$ cat src/rtl/syndrome_pkg.sv
// Shared types, constants and GF(2^m) helpers for the multi-mode BCH syndrome calculator.
package syndrome_pkg;

    localparam int unsigned SW      = 10;
    localparam int unsigned DW      = 8;
    localparam int unsigned CNT_W   = 8;
    localparam int unsigned MAX_POW = 64;

    typedef enum logic [1:0] {
        BCH63_51    = 2'b00,
        BCH255_239  = 2'b01,
        BCH1023_983 = 2'b10,
        CODE_BAD    = 2'b11
    } code_e;

    typedef enum logic [1:0] {
        ST_IDLE = 2'b00,
        ST_ACC  = 2'b01,
        ST_ODD  = 2'b10,
        ST_ALL  = 2'b11
    } state_e;

    localparam logic [CNT_W-1:0] BEATS_63   = 8'd8;
    localparam logic [CNT_W-1:0] BEATS_255  = 8'd32;
    localparam logic [CNT_W-1:0] BEATS_1023 = 8'd128;

    localparam logic [SW:0] POLY_63   = 11'h043;
    localparam logic [SW:0] POLY_255  = 11'h11D;
    localparam logic [SW:0] POLY_1023 = 11'h409;

    function automatic logic [CNT_W-1:0] beats_per(input code_e code);
        case (code)
            BCH63_51:    return BEATS_63;
            BCH255_239:  return BEATS_255;
            BCH1023_983: return BEATS_1023;
            default:     return '0;
        endcase
    endfunction

    // Multiply by alpha: shift and reduce by the mode's primitive polynomial.
    function automatic logic [SW-1:0] gf_mul_alpha(input logic [SW-1:0] elem, input code_e mode);
        logic [SW:0] t;
        t = {elem, 1'b0};
        case (mode)
            BCH63_51:    if (t[6])  t = t ^ POLY_63;
            BCH255_239:  if (t[8])  t = t ^ POLY_255;
            BCH1023_983: if (t[10]) t = t ^ POLY_1023;
            default:     t = '0;
        endcase
        return t[SW-1:0];
    endfunction

    // elem * alpha^power; power is a constant at every call site so the loop folds away.
    function automatic logic [SW-1:0] gf_mul_const(input logic [SW-1:0] elem,
                                                   input int unsigned power,
                                                   input code_e mode);
        logic [SW-1:0] r;
        r = elem;
        for (int unsigned k = 0; k < MAX_POW; k++) begin
            if (k < power) r = gf_mul_alpha(r, mode);
        end
        return r;
    endfunction

    function automatic logic [SW-1:0] gf_mul(input logic [SW-1:0] a,
                                             input logic [SW-1:0] b,
                                             input code_e mode);
        logic [SW-1:0] r;
        r = '0;
        for (int i = SW - 1; i >= 0; i--) begin
            r = gf_mul_alpha(r, mode);
            if (b[i]) r = r ^ a;
        end
        return r;
    endfunction

    function automatic logic [SW-1:0] gf_square(input logic [SW-1:0] elem, input code_e mode);
        return gf_mul(elem, elem, mode);
    endfunction

endpackage

$ cat src/rtl/syndrome_acc.sv
// One odd-syndrome accumulator S_J: per-beat Horner update over the selected field.
module syndrome_acc
    import syndrome_pkg::*;
#(
    parameter int unsigned J = 1
) (
    input  logic          i_clk,
    input  logic          i_rst_n,
    input  code_e         i_mode,
    input  logic          i_clear,
    input  logic          i_acc,
    input  logic          i_last,
    input  logic [DW-1:0] i_data,
    output logic [SW-1:0] o_s
);

    logic [SW-1:0] s_q;
    logic [SW-1:0] s_nxt;
    logic [SW-1:0] scaled_full;
    logic [SW-1:0] scaled_last;
    logic [SW-1:0] contrib_full;
    logic [SW-1:0] contrib_last;

    // The last beat carries 7 code bits in i_data[7:1]; i_data[0] is pad.
    always_comb begin
        scaled_full  = gf_mul_const(s_q, 8 * J, i_mode);
        scaled_last  = gf_mul_const(s_q, 7 * J, i_mode);
        contrib_full = '0;
        contrib_last = '0;
        for (int unsigned b = 0; b < DW; b++) begin
            if (i_data[b]) contrib_full = contrib_full ^ gf_mul_const(SW'(1), b * J, i_mode);
            if (b > 0 && i_data[b]) contrib_last = contrib_last ^ gf_mul_const(SW'(1), (b - 1) * J, i_mode);
        end
        s_nxt = s_q;
        if (i_clear) begin
            s_nxt = contrib_full;
        end else if (i_acc) begin
            s_nxt = i_last ? (scaled_last ^ contrib_last) : (scaled_full ^ contrib_full);
        end
    end

    always_ff @(posedge i_clk or negedge i_rst_n) begin
        if (!i_rst_n) s_q <= '0;
        else          s_q <= s_nxt;
    end

    assign o_s = s_q;

endmodule

$ cat src/rtl/syndrome.sv
// Streaming BCH syndrome calculator: odd syndromes by Horner accumulation, even ones by squaring.
module syndrome
    import syndrome_pkg::*;
(
    input  logic          i_clk,
    input  logic          i_rst_n,
    input  logic [1:0]    i_code,
    input  logic          i_clear_and_wen,
    input  logic          i_wen,
    input  logic [DW-1:0] i_data,
    output logic [SW-1:0] o_S1,
    output logic [SW-1:0] o_S2,
    output logic [SW-1:0] o_S3,
    output logic [SW-1:0] o_S4,
    output logic [SW-1:0] o_S5,
    output logic [SW-1:0] o_S6,
    output logic [SW-1:0] o_S7,
    output logic [SW-1:0] o_S8,
    output logic          o_odd_valid,
    output logic          o_all_valid
);

    state_e           state_q, state_nxt;
    code_e            code_q;
    code_e            mode_c;
    logic [CNT_W-1:0] cnt_q, cnt_nxt;
    logic             acc_c;
    logic             last_c;
    logic             load_even_c;
    logic [DW-1:0]    data_lo_c;
    logic [DW-1:0]    data_hi_c;
    logic [SW-1:0]    s1, s3, s5, s7;
    logic [SW-1:0]    s2_q, s4_q, s6_q, s8_q;
    logic [SW-1:0]    s2_c, s4_c;
    logic             hi_mode_c;

    // Next state, beat counting and data gating; a clear beat uses the incoming code.
    always_comb begin
        mode_c      = i_clear_and_wen ? code_e'(i_code) : code_q;
        state_nxt   = state_q;
        cnt_nxt     = cnt_q;
        acc_c       = 1'b0;
        last_c      = 1'b0;
        load_even_c = 1'b0;
        data_lo_c   = (mode_c != CODE_BAD) ? i_data : '0;
        data_hi_c   = (mode_c == BCH1023_983) ? i_data : '0;
        if (i_clear_and_wen) begin
            state_nxt = (mode_c != CODE_BAD) ? ST_ACC : ST_IDLE;
            cnt_nxt   = CNT_W'(1);
        end else begin
            case (state_q)
                ST_ACC: begin
                    if (i_wen) begin
                        acc_c   = 1'b1;
                        cnt_nxt = cnt_q + CNT_W'(1);
                        if (cnt_q == beats_per(code_q) - CNT_W'(1)) begin
                            last_c    = 1'b1;
                            state_nxt = ST_ODD;
                        end
                    end
                end
                ST_ODD: begin
                    load_even_c = 1'b1;
                    state_nxt   = ST_ALL;
                end
                default: ;
            endcase
        end
    end

    always_ff @(posedge i_clk or negedge i_rst_n) begin
        if (!i_rst_n) begin
            state_q     <= ST_IDLE;
            code_q      <= BCH63_51;
            cnt_q       <= '0;
            o_odd_valid <= 1'b0;
            o_all_valid <= 1'b0;
        end else begin
            state_q     <= state_nxt;
            cnt_q       <= cnt_nxt;
            o_odd_valid <= (state_nxt == ST_ODD) || (state_nxt == ST_ALL);
            o_all_valid <= (state_nxt == ST_ALL);
            if (i_clear_and_wen) code_q <= code_e'(i_code);
        end
    end

    syndrome_acc #(.J(1)) u_acc1 (
        .i_clk(i_clk), .i_rst_n(i_rst_n), .i_mode(mode_c), .i_clear(i_clear_and_wen),
        .i_acc(acc_c), .i_last(last_c), .i_data(data_lo_c), .o_s(s1)
    );
    syndrome_acc #(.J(3)) u_acc3 (
        .i_clk(i_clk), .i_rst_n(i_rst_n), .i_mode(mode_c), .i_clear(i_clear_and_wen),
        .i_acc(acc_c), .i_last(last_c), .i_data(data_lo_c), .o_s(s3)
    );
    syndrome_acc #(.J(5)) u_acc5 (
        .i_clk(i_clk), .i_rst_n(i_rst_n), .i_mode(mode_c), .i_clear(i_clear_and_wen),
        .i_acc(acc_c), .i_last(last_c), .i_data(data_hi_c), .o_s(s5)
    );
    syndrome_acc #(.J(7)) u_acc7 (
        .i_clk(i_clk), .i_rst_n(i_rst_n), .i_mode(mode_c), .i_clear(i_clear_and_wen),
        .i_acc(acc_c), .i_last(last_c), .i_data(data_hi_c), .o_s(s7)
    );

    // Even syndromes: S4 and S8 are formed from S1 in one stage so all land together.
    always_comb begin
        hi_mode_c = (code_q == BCH1023_983);
        s2_c      = gf_square(s1, code_q);
        s4_c      = gf_square(s2_c, code_q);
    end

    always_ff @(posedge i_clk or negedge i_rst_n) begin
        if (!i_rst_n) begin
            s2_q <= '0;
            s4_q <= '0;
            s6_q <= '0;
            s8_q <= '0;
        end else if (i_clear_and_wen) begin
            s2_q <= '0;
            s4_q <= '0;
            s6_q <= '0;
            s8_q <= '0;
        end else if (load_even_c) begin
            s2_q <= s2_c;
            s4_q <= s4_c;
            s6_q <= hi_mode_c ? gf_square(s3, code_q) : '0;
            s8_q <= hi_mode_c ? gf_square(s4_c, code_q) : '0;
        end
    end

    assign o_S1 = s1;
    assign o_S2 = s2_q;
    assign o_S3 = s3;
    assign o_S4 = s4_q;
    assign o_S5 = s5;
    assign o_S6 = s6_q;
    assign o_S7 = s7;
    assign o_S8 = s8_q;

endmodule

$ cat config.mk
export PLATFORM = sky130hd
export DESIGN_NAME = syndrome
export DESIGN_NICKNAME = d
export VERILOG_FILES = /design/src/rtl/syndrome_pkg.sv /design/src/rtl/syndrome_acc.sv /design/src/rtl/syndrome.sv
export SDC_FILE = /design/constraint.sdc
export NUM_CORES = 2
export LEC_CHECK = 0
export ABC_AREA = 1
export ABC_CLOCK_PERIOD_IN_PS = 12000
export CAP_MARGIN = 0
export CORE_MARGIN = 2
export CORE_UTILIZATION = 40
export DETAILED_ROUTE_END_ITERATION = 10
export GPL_TIMING_DRIVEN = 0
export SKIP_LAST_GASP = 1
export SLEW_MARGIN = 20
export SYNTH_ARGS = -nofsm -noshare
export SYNTH_HDL_FRONTEND = slang
export SYNTH_SLANG_ARGS = --single-unit
$ cat constraint.sdc
create_clock -name i_clk -period 12 [get_ports i_clk]
set_input_delay 2.4 -clock i_clk [delete_from_list [all_inputs] [get_ports i_clk]]
set_output_delay 2.4 -clock i_clk [all_outputs]
set_load 0.03 [all_outputs]
# After elaboration in Yosys (flattened, before gate mapping)
# Index checks and enable logic that the tools add are counted.
[op_classes]
add_sub_neg = 2
n_eq_ne = 10
mux = 2217
bitwise = 1388
reduce_logical = 9
[op_table]
columns = ["cell", "count"]
rows = [
  ["10-bit one-hot mux with 3 select lines", 430],
  ["10-bit two-way mux", 468],
  ["9-bit two-way mux", 430],
  ["7-bit two-way mux", 430],
  ["5-bit inverter", 430],
  ["4-bit two-way mux", 430],
  ["3-bit inverter", 430],
  ["10-bit bitwise XOR", 90],
  ["2-bit inverter", 430],
  ["1-bit by 10-bit bitwise XOR with 10-bit output", 8],
  ["8-bit two-way mux", 8],
  ["8-bit one-hot mux with 3 select lines", 1],
  ["1-bit two-way mux", 14],
  ["2-bit == test (second input constant)", 5],
  ["2-bit two-way mux", 5],
  ["8-bit by 1-bit adder with 8-bit output (second input constant)", 1],
  ["8-bit == test", 1],
  ["2-bit nonzero test", 4],
  ["8-bit by 1-bit subtractor with 8-bit output (second input constant)", 1],
  ["2-bit by 1-bit == test with 1-bit output (second input constant)", 3],
  ["2-bit zero test", 2],
  ["2-bit one-hot mux with 2 select lines", 1],
  ["3-bit OR reduction", 1],
  ["2-bit inequality test (second input constant)", 1],
  ["other kinds (2)", 2],
]
[totals]
regBits = 94
in_bits = 14
wordCells = 3639

# Longest topological paths before layout
[depth]
ltp_word = 203
ltp_mapped = 113
mapped_depth_nobuf = 111

# Cells and area by module
# From an unflattened synthesis, not the netlist that was laid out.
[unflattened]
cells_unflattened = 6731
hier_area_um2 = 35899.4
[by_module_without_submodules]
columns = ["module", "instances", "cells_per_inst", "area_each_um2", "seq_area_each_um2"]
rows = [
  ["syndrome", 1, 1913, 10482.6, 1351.3],
  ["syndrome_acc at u_acc7", 1, 1933, 9914.5, 250.2],
  ["syndrome_acc at u_acc5", 1, 1505, 7938.9, 250.2],
  ["syndrome_acc at u_acc3", 1, 999, 5415.2, 250.2],
  ["syndrome_acc at u_acc1", 1, 381, 2148.3, 250.2],
]

# Worst setup path after synthesis
# No wires, ideal clock.
[synth_timing]
kind = "in2reg"
startpoint = "input i_clear_and_wen"
endpoint = "register u_acc7.s_q[1], in the netlist u_acc7.o_s[1]"
setup_time_ns = 0.116
arrival_time_ns = 10.406
setup_slack_ns = 1.477
stages = 102
n_path_buf = 3
path_cell_list = "buf_4 -> inv_1 -> nand2_1 -> nand2_1 -> clkbuf_1 -> ha_1 -> buf_4 -> inv_4 -> nand2_4 -> nand2_2 -> inv_6 -> nand2_2 -> nand2_2 -> nand2_1 -> nand3b_1 -> nand2_1 -> nand2_1 -> nand2_1 -> [... 66 more ...] -> nand2_2 -> nand2_1 -> nand2_1 -> nand4_1 -> nand2_2 -> nand3_1 -> o21ai_2 -> inv_2 -> nand3_2 -> nand2_1 -> nand2_1 -> nand3_1 -> nand3b_1 -> nand2_1 -> nand2_1 -> nand3_1 -> nand2_1 -> nand2_1"
[synth_between]
elab_chain_len = 187
[synth_rtl]
columns = ["item", "line_no", "source"]
rows = [
  ["start: declaration", "syndrome.sv:8", "input logic i_clear_and_wen,"],
  ["2-bit two-way mux *", "n/a", ""],
  ["via mode_c[1]", "syndrome.sv:25", "code_e mode_c;"],
  ["2-bit == test (tied with other cells)", "syndrome_pkg.sv:44, syndrome.sv:46", ""],
  ["3-bit OR reduction (no source line)", "n/a", ""],
  ["2-bit two-way mux", "syndrome_pkg.sv:44", "case (mode)"],
  ["10-bit two-way mux", "syndrome_acc.sv:31, syndrome_acc.sv:32", ""],
  ["5-bit inverter (no source line)", "n/a", ""],
  ["9-bit two-way mux", "syndrome_pkg.sv:46", "BCH255_239: if (t[8]) t = t ^ POLY_255;"],
  ["[... 172 more ...]", "n/a", ""],
  ["10-bit one-hot mux with 3 select lines", "syndrome_pkg.sv:44", ""],
  ["10-bit two-way mux", "syndrome_acc.sv:31", "if (i_data[b]) contrib_full = contrib_full ^ gf_mul_const(SW'(1), b * J, i_mode);"],
  ["10-bit bitwise XOR", "syndrome_acc.sv:31", ""],
  ["10-bit two-way mux", "syndrome_acc.sv:31", ""],
  ["10-bit bitwise XOR", "syndrome_acc.sv:38", "s_nxt = i_last ? (scaled_last ^ contrib_last) : (scaled_full ^ contrib_full);"],
  ["10-bit two-way mux", "syndrome_acc.sv:38", ""],
  ["10-bit two-way mux", "syndrome_acc.sv:37", "end else if (i_acc) begin"],
  ["10-bit two-way mux *", "syndrome_acc.sv:35", "if (i_clear) begin"],
  ["end signal: assignment", "syndrome_acc.sv:44", "else s_q <= s_nxt;"],
  ["end: declaration", "syndrome_acc.sv:17", "logic [SW-1:0] s_q;"],
]
# The timed path passes the listed nets; every way through them passes the cells marked *. The select of a mux whose other input is x is not followed.
# A chain may end at the register's enable or synchronous reset.

# Final worst setup path
[layout_timing]
startpoint = "input i_clear_and_wen"
endpoint = "register u_acc7.s_q[2], in the netlist u_acc7.o_s[2]"
[layout_between]
elab_chain_len = 187
[layout_rtl]
columns = ["item", "line_no"]
rows = [
  ["2-bit two-way mux *", "n/a"],
  ["via mode_c[0]", "syndrome.sv:25"],
  ["2-bit == test (tied with other cells)", "syndrome_pkg.sv:44, syndrome.sv:46"],
  ["3-bit OR reduction (no source line)", "n/a"],
  ["2-bit two-way mux", "syndrome_pkg.sv:44"],
  ["10-bit two-way mux", "syndrome_acc.sv:31, syndrome_acc.sv:32"],
  ["5-bit inverter (no source line)", "n/a"],
  ["9-bit two-way mux", "syndrome_pkg.sv:46"],
  ["[... 172 more ...]", "n/a"],
  ["10-bit one-hot mux with 3 select lines", "syndrome_pkg.sv:44"],
  ["10-bit two-way mux", "syndrome_acc.sv:31"],
  ["10-bit bitwise XOR", "syndrome_acc.sv:31"],
  ["10-bit two-way mux", "syndrome_acc.sv:31"],
  ["10-bit bitwise XOR", "syndrome_acc.sv:38"],
  ["10-bit two-way mux", "syndrome_acc.sv:38"],
  ["10-bit two-way mux", "syndrome_acc.sv:37"],
  ["10-bit two-way mux *", "syndrome_acc.sv:35"],
]
# Marks and branches as above.

==> impl_metrics.env <==
export IMPL_skew_ns=0.01890
export IMPL_fmax_mhz=83.28
export IMPL_min_period_ns=12.01
export IMPL_setup_ws_ns=-0.007895
export IMPL_synth_nets=6062
export IMPL_synth_seq_cells=94
export IMPL_final_nets=6350
export IMPL_drt_drc_violations_left=0
export IMPL_finalInstanceArea_mm2=0.03854
export IMPL_antenna_found_initial=2
export IMPL_synthFlopType="dfrtp_1"
export IMPL_cp_slowest_stage_delay_ns=0.26
export IMPL_netlist_instances=6031
export IMPL_synth_area_per_cell_um2=5.238
export IMPL_wl_per_cell_um=21.62
export IMPL_core_area_mm2=0.07861
export IMPL_clock_sink_count=94
export IMPL_dpl_worst_slack_ns=-2.881
export IMPL_yosys_warnings=0
export IMPL_numPlacedInstances=7176
export IMPL_power_density_mw_per_mm2=334.5
export IMPL_critPathKind="input pin to flop"
export IMPL_root_buffer="clkbuf_16"
export IMPL_io_pins=96
export IMPL_cts_tree="yes"
export IMPL_end_kind="flop"
export IMPL_via_count=43408
export IMPL_holdBufCountCts=0
export IMPL_ctsLongestPathBuffers=2
export IMPL_tightestPinTransition_ns=1.169
export IMPL_setup_tns_ns=-0.007895
export IMPL_min_path_type="flop to flop"
export IMPL_max_vdd_ir_drop_v=0.0003668
export IMPL_relSlewSlack_pct=22.07
export IMPL_yosys_top_cells_area="nand2_1 24%, nand3_1 11%, dfrtp_1 7.4%"
export IMPL_ant_nets=0
export IMPL_syn_area_mm2=0.03159
export IMPL_dpl_hpwl_mm=121.6
export IMPL_syn_to_final_growth_pct=21.99
export IMPL_synth_top_area_share_pct=24.39
export IMPL_utilization_pct=49.02
export IMPL_finalWeightedCongestion=1.059
export IMPL_die_w_um=285.0
export IMPL_placementRows=103
export IMPL_setup_violations_final=1
export IMPL_fillerInstances=8542
export IMPL_via_per_inst=5.886
export IMPL_clk_insertion_delay_late_ns=0.39
export IMPL_initial_utilization_pct=40.18
export IMPL_first_global_vias=38331
export IMPL_place_area_mm2=0.03388
export IMPL_timing_hold_violations_final=0
export IMPL_max_cap_violations=0
export IMPL_ys_async_sr_fraction_pct=100.0
export IMPL_critPathRequiredTime_ns=12.26
export IMPL_synth_edff_count=0
export IMPL_ys_types=77
export IMPL_finalWirelength_mm=159.5
export IMPL_synth_largest_area_cell="nand2_1"
export IMPL_critPathSlowestCell="ha_4"
export IMPL_grt_pass1_wl_mm=232.2
export IMPL_cellLeakagePower_nw=19.21
export IMPL_instances_no_fill=7375
export IMPL_grt_start_max_net_pins=75
export IMPL_start_kind="input pin"
export IMPL_crit_fanout=6
export IMPL_h_tree_depth=3
export IMPL_die_area_mm2=0.08124
export IMPL_cpMostUsedCell="nand2_2"
export IMPL_ys_seq_area_share_pct=7.446
export IMPL_path_buf_inv=10
export IMPL_violations="setup timing"
export IMPL_critPathTopFamily="simple AND/OR/NAND/NOR gates"
export IMPL_maxSlewViolCount=0
export IMPL_clk_pin_slew_worst_paths_ns=0.08
export IMPL_cp_arrival_ns=12.27
export IMPL_cts_buffers=9
export IMPL_drtPass1Iterations=8
export IMPL_fp_dieH_um=285.0
export IMPL_grt_total_usage_pct=36.42
export IMPL_place_port_buffers=94
export IMPL_outcome="finished, violations left"
export IMPL_grt_overflow_total=0
export IMPL_finalCritPeriodShare_pct=100.1
export IMPL_drive_gt1_share_pct=19.91
export IMPL_drt_iter0_markers=4956
export IMPL_grt_setup_unrepaired="yes"
[metal layers]
| layer | GRT usage (%) | wire length (um) |
|---|---|---|
| met4 | 16.95 | 8238 |
| met1 | 48.29 | 65040 |
| met5 | 0 | 13 |
| met2 | 56.87 | 69400 |
| met3 | 6.984 | 16790 |
[path summary, 6_finish.rpt]
check / from / end / slack (ns) / cells past startpoint
max: i_clear_and_wen / u_acc7.o_s[2]$_DFFE_PN0P_ / -0.008 / 107
min: o_S8[3]$_DFFE_PN0P_ / o_S8[3]$_DFFE_PN0P_ / 0.49 / 2
max reg2reg: code_q[1]$_DFF_PN0_ / u_acc7.o_s[2]$_DFFE_PN0P_ / 1.08 / 107
min reg2reg: o_S8[3]$_DFFE_PN0P_ / o_S8[3]$_DFFE_PN0P_ / 0.49 / 2
max in group asynchronous: i_rst_n / u_acc5.o_s[7]$_DFFE_PN0P_ / 9.47 / 2
min in group asynchronous: i_rst_n / o_S2[2]$_DFFE_PN0P_ / 1.85 / 1
[where the power goes]
group | leakage (nW) | switching, W | internal (W)
clock network | 0.144 | 0.000159 | 0.000148
logic | 17.8 | 0.00799 | 0.00405
registers | 1.26 | 0.000167 | 0.000379
[synth_stat cells (all sizes together), types with 2 or more instances]
cell type and n:
or2 36, dfrtp 94, clkbuf 98, clkinv 11
mux2i 3, a211oi 8, buf 184, a221oi 3
a32o 4, o41ai 2, o21a 7, nand2 2168
a22oi 19, ha 17, a32oi 4, nor3 19
nor2 499, nor3b 2, xnor2 89, xor2 221
nand4 161, o221ai 22, o21ai 497, a21oi 237
mux2 9, o21bai 9, or3 2, o2111ai 6
nand3b 36, a21o 4, a31oi 14, o31ai 17
o211ai 67, a31o 5, nand3 750, o311ai 6
o22ai 27, inv 662
[final cells by class]
cell class,instances,area (um^2),area share [%]
Clock buffer,9,225.2,0.5844
Inverter,673,2603,6.753
Antenna cell,1,2.502,0.006493
Multi-Input combinational cell,4980,27490,71.32
Clock inverter,7,72.57,0.1883
Sequential cell,94,2352,6.104
Timing Repair Buffer,279,2402,6.234
Tap cell,1050,1314,3.409
Buffer,282,2081,5.399
[sequential cells by signal, summed over array words and instances (netlist names)]
name,cells
o_S2,10
u_acc3.o_s,10
o_all_valid,1
cnt_q,8
u_acc1.o_s,10
o_odd_valid,1
u_acc5.o_s,10
u_acc7.o_s,10
o_S6,10
o_S4,10
code_q,2
o_S8,10
state_q,2
[kinds of logic after synthesis]
logic type	Yosys count	share of synthesized area [%]
AOI/OAI and AO/OA	966	17.64
xor gates and xnor gates	310	8.595
adders and majority gates	17	0.6733
buffers and inverters	957	14.41
DFF	94	7.446
muxes	12	0.4159
and+or+nand+nor	3675	50.82
[per-stage QoR]
| step | total power (W) | hold WS [ns] |
|---|---|---|
| after floorplan | 0.007695 | 0.4678 |
| after global placement | 0.01007 | 0.4666 |
| after detailed placement | 0.01016 | 0.4686 |
| after CTS | 0.01074 | 0.4868 |
| after global routing | 0.01394 | 0.5202 |
| final | 0.01289 | 0.4865 |
[worst reg2reg max path, delay by kind of cell (launching register included)]
family	cells	cell delay, ns
and+or+nand+nor	93	8.40
buffers and inverters	11	1.72
DFF	1	0.32
adders and majority gates	1	0.22
AOI/OAI and AO/OA	2	0.16
[repair_timing]
item,in CTS,in global routing
hold endpoints to repair,0,0
pin swaps,26,261
buffers inserted,28,156
resized for setup,108,687
endpoints found under the setup margin,31,30
[layout by cell type (no fill, tap or decap), types with 159 or more instances in the layout]
| master | Yosys | final |
|---|---|---|
| nand2_2 | 106 | 276 |
| nand3_1 | 706 | 570 |
| inv_1 | 569 | 554 |
| nand4_1 | 159 | 159 |
| nand2_1 | 2053 | 1810 |
| buf_4 | 19 | 195 |
| a21oi_1 | 229 | 194 |
| xor2_1 | 221 | 220 |
| nor2_1 | 480 | 437 |
| o21ai_0 | 392 | 361 |
(Power assumes the default switching activity.)
